==> config.mk <==
export PLATFORM = sky130hd
export DESIGN_NAME = onchip_mem_stream_reader_flat
export DESIGN_NICKNAME = d
export VERILOG_FILES = /design/src/rtl/onchip_mem_stream_reader_if.sv /design/src/rtl/onchip_mem_stream_reader.sv /design/src/flat_wrapper.sv
export SDC_FILE = /design/constraint.sdc
export NUM_CORES = 1
export LEC_CHECK = 0
export BUFFER_PORTS_ARGS = -buffer_cell sky130_fd_sc_hd__buf_2
export CAP_MARGIN = 20
export CORE_ASPECT_RATIO = 0.9
export CORE_MARGIN = 1.5
export CORE_UTILIZATION = 30
export CTS_CLUSTER_SIZE = 8
export DETAILED_ROUTE_END_ITERATION = 7
export PLACE_DENSITY_LB_ADDON = 0.05
export SYNTH_ARGS = -nofsm -noshare
export SYNTH_HDL_FRONTEND = slang
export SYNTH_SLANG_ARGS = --single-unit
==> constraint.sdc <==
create_clock -name clk -period 6.75 [get_ports clk]
set_input_delay 0.675 -clock clk [delete_from_list [all_inputs] [get_ports clk]]
set_output_delay 0.675 -clock clk [all_outputs]
set_load 0.005 [all_outputs]
==> src/rtl/onchip_mem_stream_reader_if.sv <==
// Memory read-master bus plus Avalon-ST source bundled for the stream reader.
interface onchip_mem_stream_reader_if #(
  parameter int unsigned ADDR_W = 19,
  parameter int unsigned DATA_W = 8
);
  logic [ADDR_W-1:0] mem_address;
  logic              mem_chipselect;
  logic              mem_write;
  logic [DATA_W-1:0] mem_writedata;
  logic              mem_clken;
  logic [DATA_W-1:0] mem_readdata;

  logic [DATA_W-1:0] src_data;
  logic              src_valid;
  logic              src_ready;
  logic              src_sop;
  logic              src_eop;

  modport master (
    output mem_address, mem_chipselect, mem_write, mem_writedata, mem_clken,
    input  mem_readdata,
    output src_data, src_valid, src_sop, src_eop,
    input  src_ready
  );

  modport slave (
    input  mem_address, mem_chipselect, mem_write, mem_writedata, mem_clken,
    output mem_readdata,
    input  src_data, src_valid, src_sop, src_eop,
    output src_ready
  );
endinterface

==> src/rtl/onchip_mem_stream_reader.sv <==
// Reads a contiguous byte run from on-chip memory and streams it out on an
// Avalon-ST source; a small output buffer hides the 1-cycle read latency.
module onchip_mem_stream_reader #(
  parameter int unsigned ADDR_W     = 19,
  parameter int unsigned DATA_W     = 8,
  parameter int unsigned MEM_WORDS  = 409600,
  parameter int unsigned FIFO_DEPTH = 4
) (
  input  logic              clk,
  input  logic              reset_n,
  input  logic              start,
  input  logic [ADDR_W-1:0] start_addr,
  input  logic [ADDR_W-1:0] length,
  input  logic              abort,
  output logic              busy,
  output logic              done,
  onchip_mem_stream_reader_if.master bus
);

  localparam int unsigned PTR_W = (FIFO_DEPTH > 1) ? $clog2(FIFO_DEPTH) : 1;
  localparam int unsigned CNT_W = $clog2(FIFO_DEPTH + 1);
  localparam int unsigned OCC_W = CNT_W + 1;
  localparam logic [ADDR_W-1:0] LAST_ADDR = ADDR_W'(MEM_WORDS - 1);

  typedef enum logic [1:0] {IDLE, FETCH, DRAIN} state_t;

  typedef struct packed {
    logic              sop;
    logic              eop;
    logic [DATA_W-1:0] data;
  } entry_t;

  function automatic logic [ADDR_W-1:0] next_addr(input logic [ADDR_W-1:0] a);
    return (a == LAST_ADDR) ? '0 : a + ADDR_W'(1);
  endfunction

  state_t            state_q, state_d;
  logic              busy_q, busy_d;
  logic              done_q, done_d;
  logic              clken_q;

  // Request stage: chipselect/address plus sop/eop tags travelling with the read
  logic              cs_q, cs_d;
  logic [ADDR_W-1:0] addr_out_q, addr_out_d;
  logic              req_sop_q, req_sop_d;
  logic              req_eop_q, req_eop_d;
  logic [ADDR_W-1:0] addr_q, addr_d;
  logic [ADDR_W-1:0] remaining_q, remaining_d;

  // Return stage: memory data is valid the cycle after the request
  logic              rd_pend_q, rd_pend_d;
  logic              rd_sop_q, rd_sop_d;
  logic              rd_eop_q, rd_eop_d;

  // Output head register backed by a small circular buffer
  entry_t            head_q, head_d;
  logic              head_valid_q, head_valid_d;
  entry_t            buf_q [FIFO_DEPTH];
  logic [PTR_W-1:0]  wr_ptr_q, wr_ptr_d;
  logic [PTR_W-1:0]  rd_ptr_q, rd_ptr_d;
  logic [CNT_W-1:0]  bcnt_q, bcnt_d;

  logic              pop, push, head_free, buf_we, buf_pop, can_issue;
  entry_t            push_entry;
  logic [OCC_W-1:0]  occ_q, occ_next;

  // Next-state, request issue and buffer control
  always_comb begin
    state_d      = state_q;
    done_d       = 1'b0;
    cs_d         = 1'b0;
    addr_out_d   = addr_out_q;
    addr_d       = addr_q;
    remaining_d  = remaining_q;
    req_sop_d    = 1'b0;
    req_eop_d    = 1'b0;
    rd_pend_d    = cs_q;
    rd_sop_d     = req_sop_q;
    rd_eop_d     = req_eop_q;
    head_d       = head_q;
    head_valid_d = head_valid_q;
    buf_pop      = 1'b0;
    wr_ptr_d     = wr_ptr_q;
    rd_ptr_d     = rd_ptr_q;

    pop        = head_valid_q & bus.src_ready;
    push       = rd_pend_q;
    push_entry = '{sop: rd_sop_q, eop: rd_eop_q, data: bus.mem_readdata};
    head_free  = ~head_valid_q | pop;

    if (head_free) begin
      if (bcnt_q != '0) begin
        head_d       = buf_q[rd_ptr_q];
        head_valid_d = 1'b1;
        buf_pop      = 1'b1;
      end else if (push) begin
        head_d       = push_entry;
        head_valid_d = 1'b1;
      end else begin
        head_valid_d = 1'b0;
      end
    end
    buf_we = push & ~(head_free & (bcnt_q == '0));

    // Space check covers the byte returning now and the read already on the bus
    occ_q     = OCC_W'(bcnt_q) + OCC_W'(head_valid_q);
    occ_next  = occ_q + OCC_W'(push) - OCC_W'(pop);
    can_issue = (occ_next + OCC_W'(cs_q)) < OCC_W'(FIFO_DEPTH);

    case (state_q)
      IDLE: begin
        if (start && !abort) begin
          if (length == '0) begin
            done_d = 1'b1;
          end else begin
            cs_d        = 1'b1;
            addr_out_d  = start_addr;
            addr_d      = next_addr(start_addr);
            remaining_d = length - ADDR_W'(1);
            req_sop_d   = 1'b1;
            req_eop_d   = (length == ADDR_W'(1));
            state_d     = (length == ADDR_W'(1)) ? DRAIN : FETCH;
          end
        end
      end
      FETCH: begin
        if (can_issue) begin
          cs_d        = 1'b1;
          addr_out_d  = addr_q;
          addr_d      = next_addr(addr_q);
          remaining_d = remaining_q - ADDR_W'(1);
          req_eop_d   = (remaining_q == ADDR_W'(1));
          if (remaining_q == ADDR_W'(1)) state_d = DRAIN;
        end
      end
      DRAIN: begin
        if (!cs_q && !rd_pend_q && (occ_next == '0)) begin
          state_d = IDLE;
          done_d  = 1'b1;
        end
      end
      default: state_d = IDLE;
    endcase

    if (abort && (state_q != IDLE)) begin
      state_d      = IDLE;
      done_d       = 1'b1;
      cs_d         = 1'b0;
      addr_out_d   = addr_out_q;
      req_sop_d    = 1'b0;
      req_eop_d    = 1'b0;
      rd_pend_d    = 1'b0;
      head_valid_d = 1'b0;
      buf_we       = 1'b0;
      buf_pop      = 1'b0;
    end

    if (buf_we)  wr_ptr_d = wr_ptr_q + PTR_W'(1);
    if (buf_pop) rd_ptr_d = rd_ptr_q + PTR_W'(1);
    bcnt_d = bcnt_q + CNT_W'(buf_we) - CNT_W'(buf_pop);
    if (abort && (state_q != IDLE)) begin
      wr_ptr_d = '0;
      rd_ptr_d = '0;
      bcnt_d   = '0;
    end

    busy_d = (state_d != IDLE);
  end

  // State and datapath registers
  always_ff @(posedge clk or negedge reset_n) begin
    if (!reset_n) begin
      state_q      <= IDLE;
      busy_q       <= 1'b0;
      done_q       <= 1'b0;
      clken_q      <= 1'b0;
      cs_q         <= 1'b0;
      addr_out_q   <= '0;
      req_sop_q    <= 1'b0;
      req_eop_q    <= 1'b0;
      addr_q       <= '0;
      remaining_q  <= '0;
      rd_pend_q    <= 1'b0;
      rd_sop_q     <= 1'b0;
      rd_eop_q     <= 1'b0;
      head_q       <= '0;
      head_valid_q <= 1'b0;
      wr_ptr_q     <= '0;
      rd_ptr_q     <= '0;
      bcnt_q       <= '0;
      for (int unsigned i = 0; i < FIFO_DEPTH; i++) buf_q[i] <= '0;
    end else begin
      state_q      <= state_d;
      busy_q       <= busy_d;
      done_q       <= done_d;
      clken_q      <= 1'b1;
      cs_q         <= cs_d;
      addr_out_q   <= addr_out_d;
      req_sop_q    <= req_sop_d;
      req_eop_q    <= req_eop_d;
      addr_q       <= addr_d;
      remaining_q  <= remaining_d;
      rd_pend_q    <= rd_pend_d;
      rd_sop_q     <= rd_sop_d;
      rd_eop_q     <= rd_eop_d;
      head_q       <= head_d;
      head_valid_q <= head_valid_d;
      wr_ptr_q     <= wr_ptr_d;
      rd_ptr_q     <= rd_ptr_d;
      bcnt_q       <= bcnt_d;
      if (buf_we) buf_q[wr_ptr_q] <= push_entry;
    end
  end

  assign busy               = busy_q;
  assign done               = done_q;
  assign bus.mem_address    = addr_out_q;
  assign bus.mem_chipselect = cs_q;
  assign bus.mem_write      = 1'b0;
  assign bus.mem_writedata  = '0;
  assign bus.mem_clken      = clken_q;
  assign bus.src_valid      = head_valid_q;
  assign bus.src_data       = head_q.data;
  assign bus.src_sop        = head_q.sop;
  assign bus.src_eop        = head_q.eop;

endmodule

==> src/flat_wrapper.sv <==
// flat-port wrapper written by rule: the top's interface ports become plain ports
module onchip_mem_stream_reader_flat 
#(
  parameter int unsigned ADDR_W     = 19,
  parameter int unsigned DATA_W     = 8,
  parameter int unsigned MEM_WORDS  = 409600,
  parameter int unsigned FIFO_DEPTH = 4
)
  (clk, reset_n, start, start_addr, length, abort, busy, done, bus_mem_address, bus_mem_chipselect, bus_mem_write, bus_mem_writedata, bus_mem_clken, bus_mem_readdata, bus_src_data, bus_src_valid, bus_src_sop, bus_src_eop, bus_src_ready);
  onchip_mem_stream_reader_if #(.ADDR_W(ADDR_W), .DATA_W(DATA_W)) bus_i ();
  input  logic clk;
  input  logic reset_n;
  input  logic start;
  input  logic [ADDR_W-1:0] start_addr;
  input  logic [ADDR_W-1:0] length;
  input  logic abort;
  output logic busy;
  output logic done;
  output wire logic [$bits(bus_i.mem_address)-1:0] bus_mem_address;
  output wire logic [$bits(bus_i.mem_chipselect)-1:0] bus_mem_chipselect;
  output wire logic [$bits(bus_i.mem_write)-1:0] bus_mem_write;
  output wire logic [$bits(bus_i.mem_writedata)-1:0] bus_mem_writedata;
  output wire logic [$bits(bus_i.mem_clken)-1:0] bus_mem_clken;
  input wire logic [$bits(bus_i.mem_readdata)-1:0] bus_mem_readdata;
  output wire logic [$bits(bus_i.src_data)-1:0] bus_src_data;
  output wire logic [$bits(bus_i.src_valid)-1:0] bus_src_valid;
  output wire logic [$bits(bus_i.src_sop)-1:0] bus_src_sop;
  output wire logic [$bits(bus_i.src_eop)-1:0] bus_src_eop;
  input wire logic [$bits(bus_i.src_ready)-1:0] bus_src_ready;
  assign bus_mem_address = bus_i.mem_address;
  assign bus_mem_chipselect = bus_i.mem_chipselect;
  assign bus_mem_write = bus_i.mem_write;
  assign bus_mem_writedata = bus_i.mem_writedata;
  assign bus_mem_clken = bus_i.mem_clken;
  assign bus_i.mem_readdata = bus_mem_readdata;
  assign bus_src_data = bus_i.src_data;
  assign bus_src_valid = bus_i.src_valid;
  assign bus_src_sop = bus_i.src_sop;
  assign bus_src_eop = bus_i.src_eop;
  assign bus_i.src_ready = bus_src_ready;
  onchip_mem_stream_reader #(.ADDR_W(ADDR_W), .DATA_W(DATA_W), .MEM_WORDS(MEM_WORDS), .FIFO_DEPTH(FIFO_DEPTH)) u_core (.clk(clk), .reset_n(reset_n), .start(start), .start_addr(start_addr), .length(length), .abort(abort), .busy(busy), .done(done), .bus(bus_i));
endmodule
==> run summary <==
Crit path DAT - 4.01 ns
FMAX - 270 MHz
Clk slew on worst S/H paths - 0.07 ns
Vias in the first global route - 5,916
Row cnt - 54
Synth top area cells - dfrtp_1 43%, mux2_2 8.8%, nand2_1 5.8%
Syn Std Cell Area - 7320 um^2
H-tree depth reported by CTS - 4
Final antenna-violating net count - 0
Global-route wire length before repair - 32.9 mm
Met1 WL - 10.6 mm
Post-CTS Setup Bufs - 0
Status - completed
Post-synth cell types - 68
Clock tree buffer depth - 2
DR WL/cell - 17.6 um
Total wire length - 20.4 mm
Critical Path End - u_core.bus.mem_address[9]
Clock latency on the worst-skew pair - 0.42 ns
Total CTS buffers - 17
Skew final - 0.0122 ns
Die width - 168 um
CP Capture Type - flip-flop
Worst Slack Setup Final - 3.04 ns
PostCTS Resize Cnt - 0
Yosys top cell by area - dfrtp_1
Core footprint - 24,100 um^2
Post-synth top cells - 126 x dfrtp_1, 113 x nand2_1, 62 x nor2_1
Leak Pwr - 3.81 nW
Antenna Cells - 0
Synth Area in Compound Gates - 13.0%
Fillcell total - 2,465
Period minus WS final - 3.71 ns
Main combinational cell family by area after synthesis - simple AND/OR/NAND/NOR gates
Critical path class - reg2reg
FF-to-FF Start - u_core.bus.src_valid
Setup Viol. Count Final - 0
Xor/xnor share of the synthesized area - 4.55%
Pwr Density - 418 nW/um^2
Hpwl dp - 14.3 mm
Met2 wire length - 8.91 mm
Worst VDD drop - 0.202 mV
Yosys top cell area share - 43.1%
CTS Sinks - 126
TritonCTS clock tree - done
DP Worst Slack - 2.72 ns
Root Driver - clkbuf_16
Crit Path Max Fanout - 20
Slew headroom - 38.7%
Seq. cell area - 3150 um^2
Ys flop type - dfrtp_1
Via count - 5,928
Synth-to-Final Area Change - 17.7%
Vias/cell - 5.11
Dpl cells - 1,127
Chip height - 151 um
TritonRoute pass-1 iters - 4
Max cap viols - 0
Layout cell share with drive strength beyond 1 - 24.4%
Non-Filler Instances - 1,160
Setup crit start - u_core.bus.src_valid
Post-synthesis register bit count - 126
Tot GR Track Use - 16.8%
Reg2reg end - u_core.bus.mem_address[9]
Asr flop ratio synth - 100%
Initial antenna violation count - 0
Top-count cell post-synth - dfrtp_1
Adder-Cell Fraction of Synth Area - 3.38%
Max layer used - met4
Final #Nets - 908
Initial drt markers - 286
Hold-fix buffers at CTS - 0
Data required, critical path - 7.05 ns
Hold crit path type - in2async
DRC violation count after routing - 0
Yosys warnings - 0
Die area - 25,400 um^2
Hold Violations, Final - 0
CP Launch Type - flip-flop
Ports - 94
Pin count of the biggest net entering global routing - 77
Gp weighted congestion - 0.808
Post-synthesis simple-gate area fraction - 19.1%
Mux cell area share after synthesis - 12.3%
Max-slew violations - 0
Initial Utilization - 30.4%
Final period util - 54.9%
Synthesized area per cell - 9.58 um^2
Port bufs - 84
Synth Instances - 764
R2R depth - 12
RSZ-0062 raised after global routing - no
Tightest Pin Transition - 0.911 ns
Area of the multi-input gates - 3880 um^2
R2R setup slack - 3.04 ns
WL met3 - 713 um
EDFF count, synth - 0
Overflow after GRT - 0
Seq/Total Area, Yosys - 43.1%
Setup TNS - 0 ns
-- where the power goes --
part / switching (W) / internal, W / total (W)
registers: 0.000280 / 0.00108 / 0.00136
clock network: 0.000373 / 0.000550 / 0.000923
logic: 0.000702 / 0.000617 / 0.00132
-- sequential cells by signal, summed over array words and instances, names as in the netlist, 3 cells and up --
| signal | cells |
|---|---|
| u_core.bus.src_data | 8 |
| u_core.bcnt_q | 3 |
| u_core.addr_q | 19 |
| u_core.buf_q | 40 |
| u_core.bus.mem_address | 19 |
| u_core.remaining_q | 19 |
-- cells in the final DEF (no fill, tap or decap), types with 7 or more instances in the layout --
cell	n
nor2_1	62
and3_1	13
inv_1	26
xnor2_1	17
buf_2	83
nor3_1	24
ha_1	15
a31oi_1	13
nand2_1	113
a21oi_1	26
nor4_1	11
conb_1	10
buf_4	7
xor2_1	21
nand3_1	24
dfrtp_1	126
o311ai_0	7
mux4_2	10
mux2_2	57
o21ai_0	48
clkbuf_16	17
-- worst min path at each step --
stage,endpoint,from,cells after the start
global placement,u_core.rd_sop_q,u_core.rd_sop_d,0
CTS,u_core.buf_q[34],reset_n,1
finish,u_core.bus.src_data[4],reset_n,1
floorplan,u_core.rd_eop_q,u_core.rd_eop_d,0
global route,u_core.buf_q[34],reset_n,1
detailed placement,u_core.rd_sop_q,u_core.rd_sop_d,0
-- metal layers --
metal  global-route usage [%]  vias up
met5                        0        -
met4                     3.69        0
met3                     3.55       10
met2                     25.1      113
met1                     24.8     2923
li1                         -     2882
-- cell type report --
class	instances	share of cell area, %
repair buffers	92	5.88
flip-flops and latches	126	36.6
inverters	27	1.18
clock inverters	14	1.83
clock buffers	18	4.98
well taps	308	4.47
multi-input cells	575	45.1
-- critical path: stages (launching register included) --
cell and delay, ns:
dfrtp_1 0.43, and2_1 0.17, ha_1 0.26, inv_1 0.04
fa_1 0.38, inv_1 0.08, fa_1 0.44, o21ai_0 0.43
nor3_1 0.15, or2_2 0.36, a21oi_2 0.14, buf_4 0.31
mux2_2 0.39
-- cell families after synthesis --
family | count (synthesis)
AO/OA/AOI/OAI | 146
XOR/XNOR | 38
adder cells (fa/ha/maj) | 18
buffers and inverters | 71
flip-flops | 126
multiplexers | 70
other | 2
AND/OR/NAND/NOR | 293
-- stage by stage --
step | instance area [um^2] | hold WS, ns | total power [W] | util (%)
finish | 8620 | 0.203 | 0.00360 | 35.7
floorplan | 7350 | 0.331 | 0.00225 | -
global route | 8620 | 0.233 | 0.00389 | 35.7
global placement | 8000 | 0.332 | 0.00267 | 33.2
detailed placement | 8000 | 0.339 | 0.00271 | 33.2
CTS | 8590 | 0.212 | 0.00365 | 35.6
No activity file was read; power rests on OpenSTA's default activity.
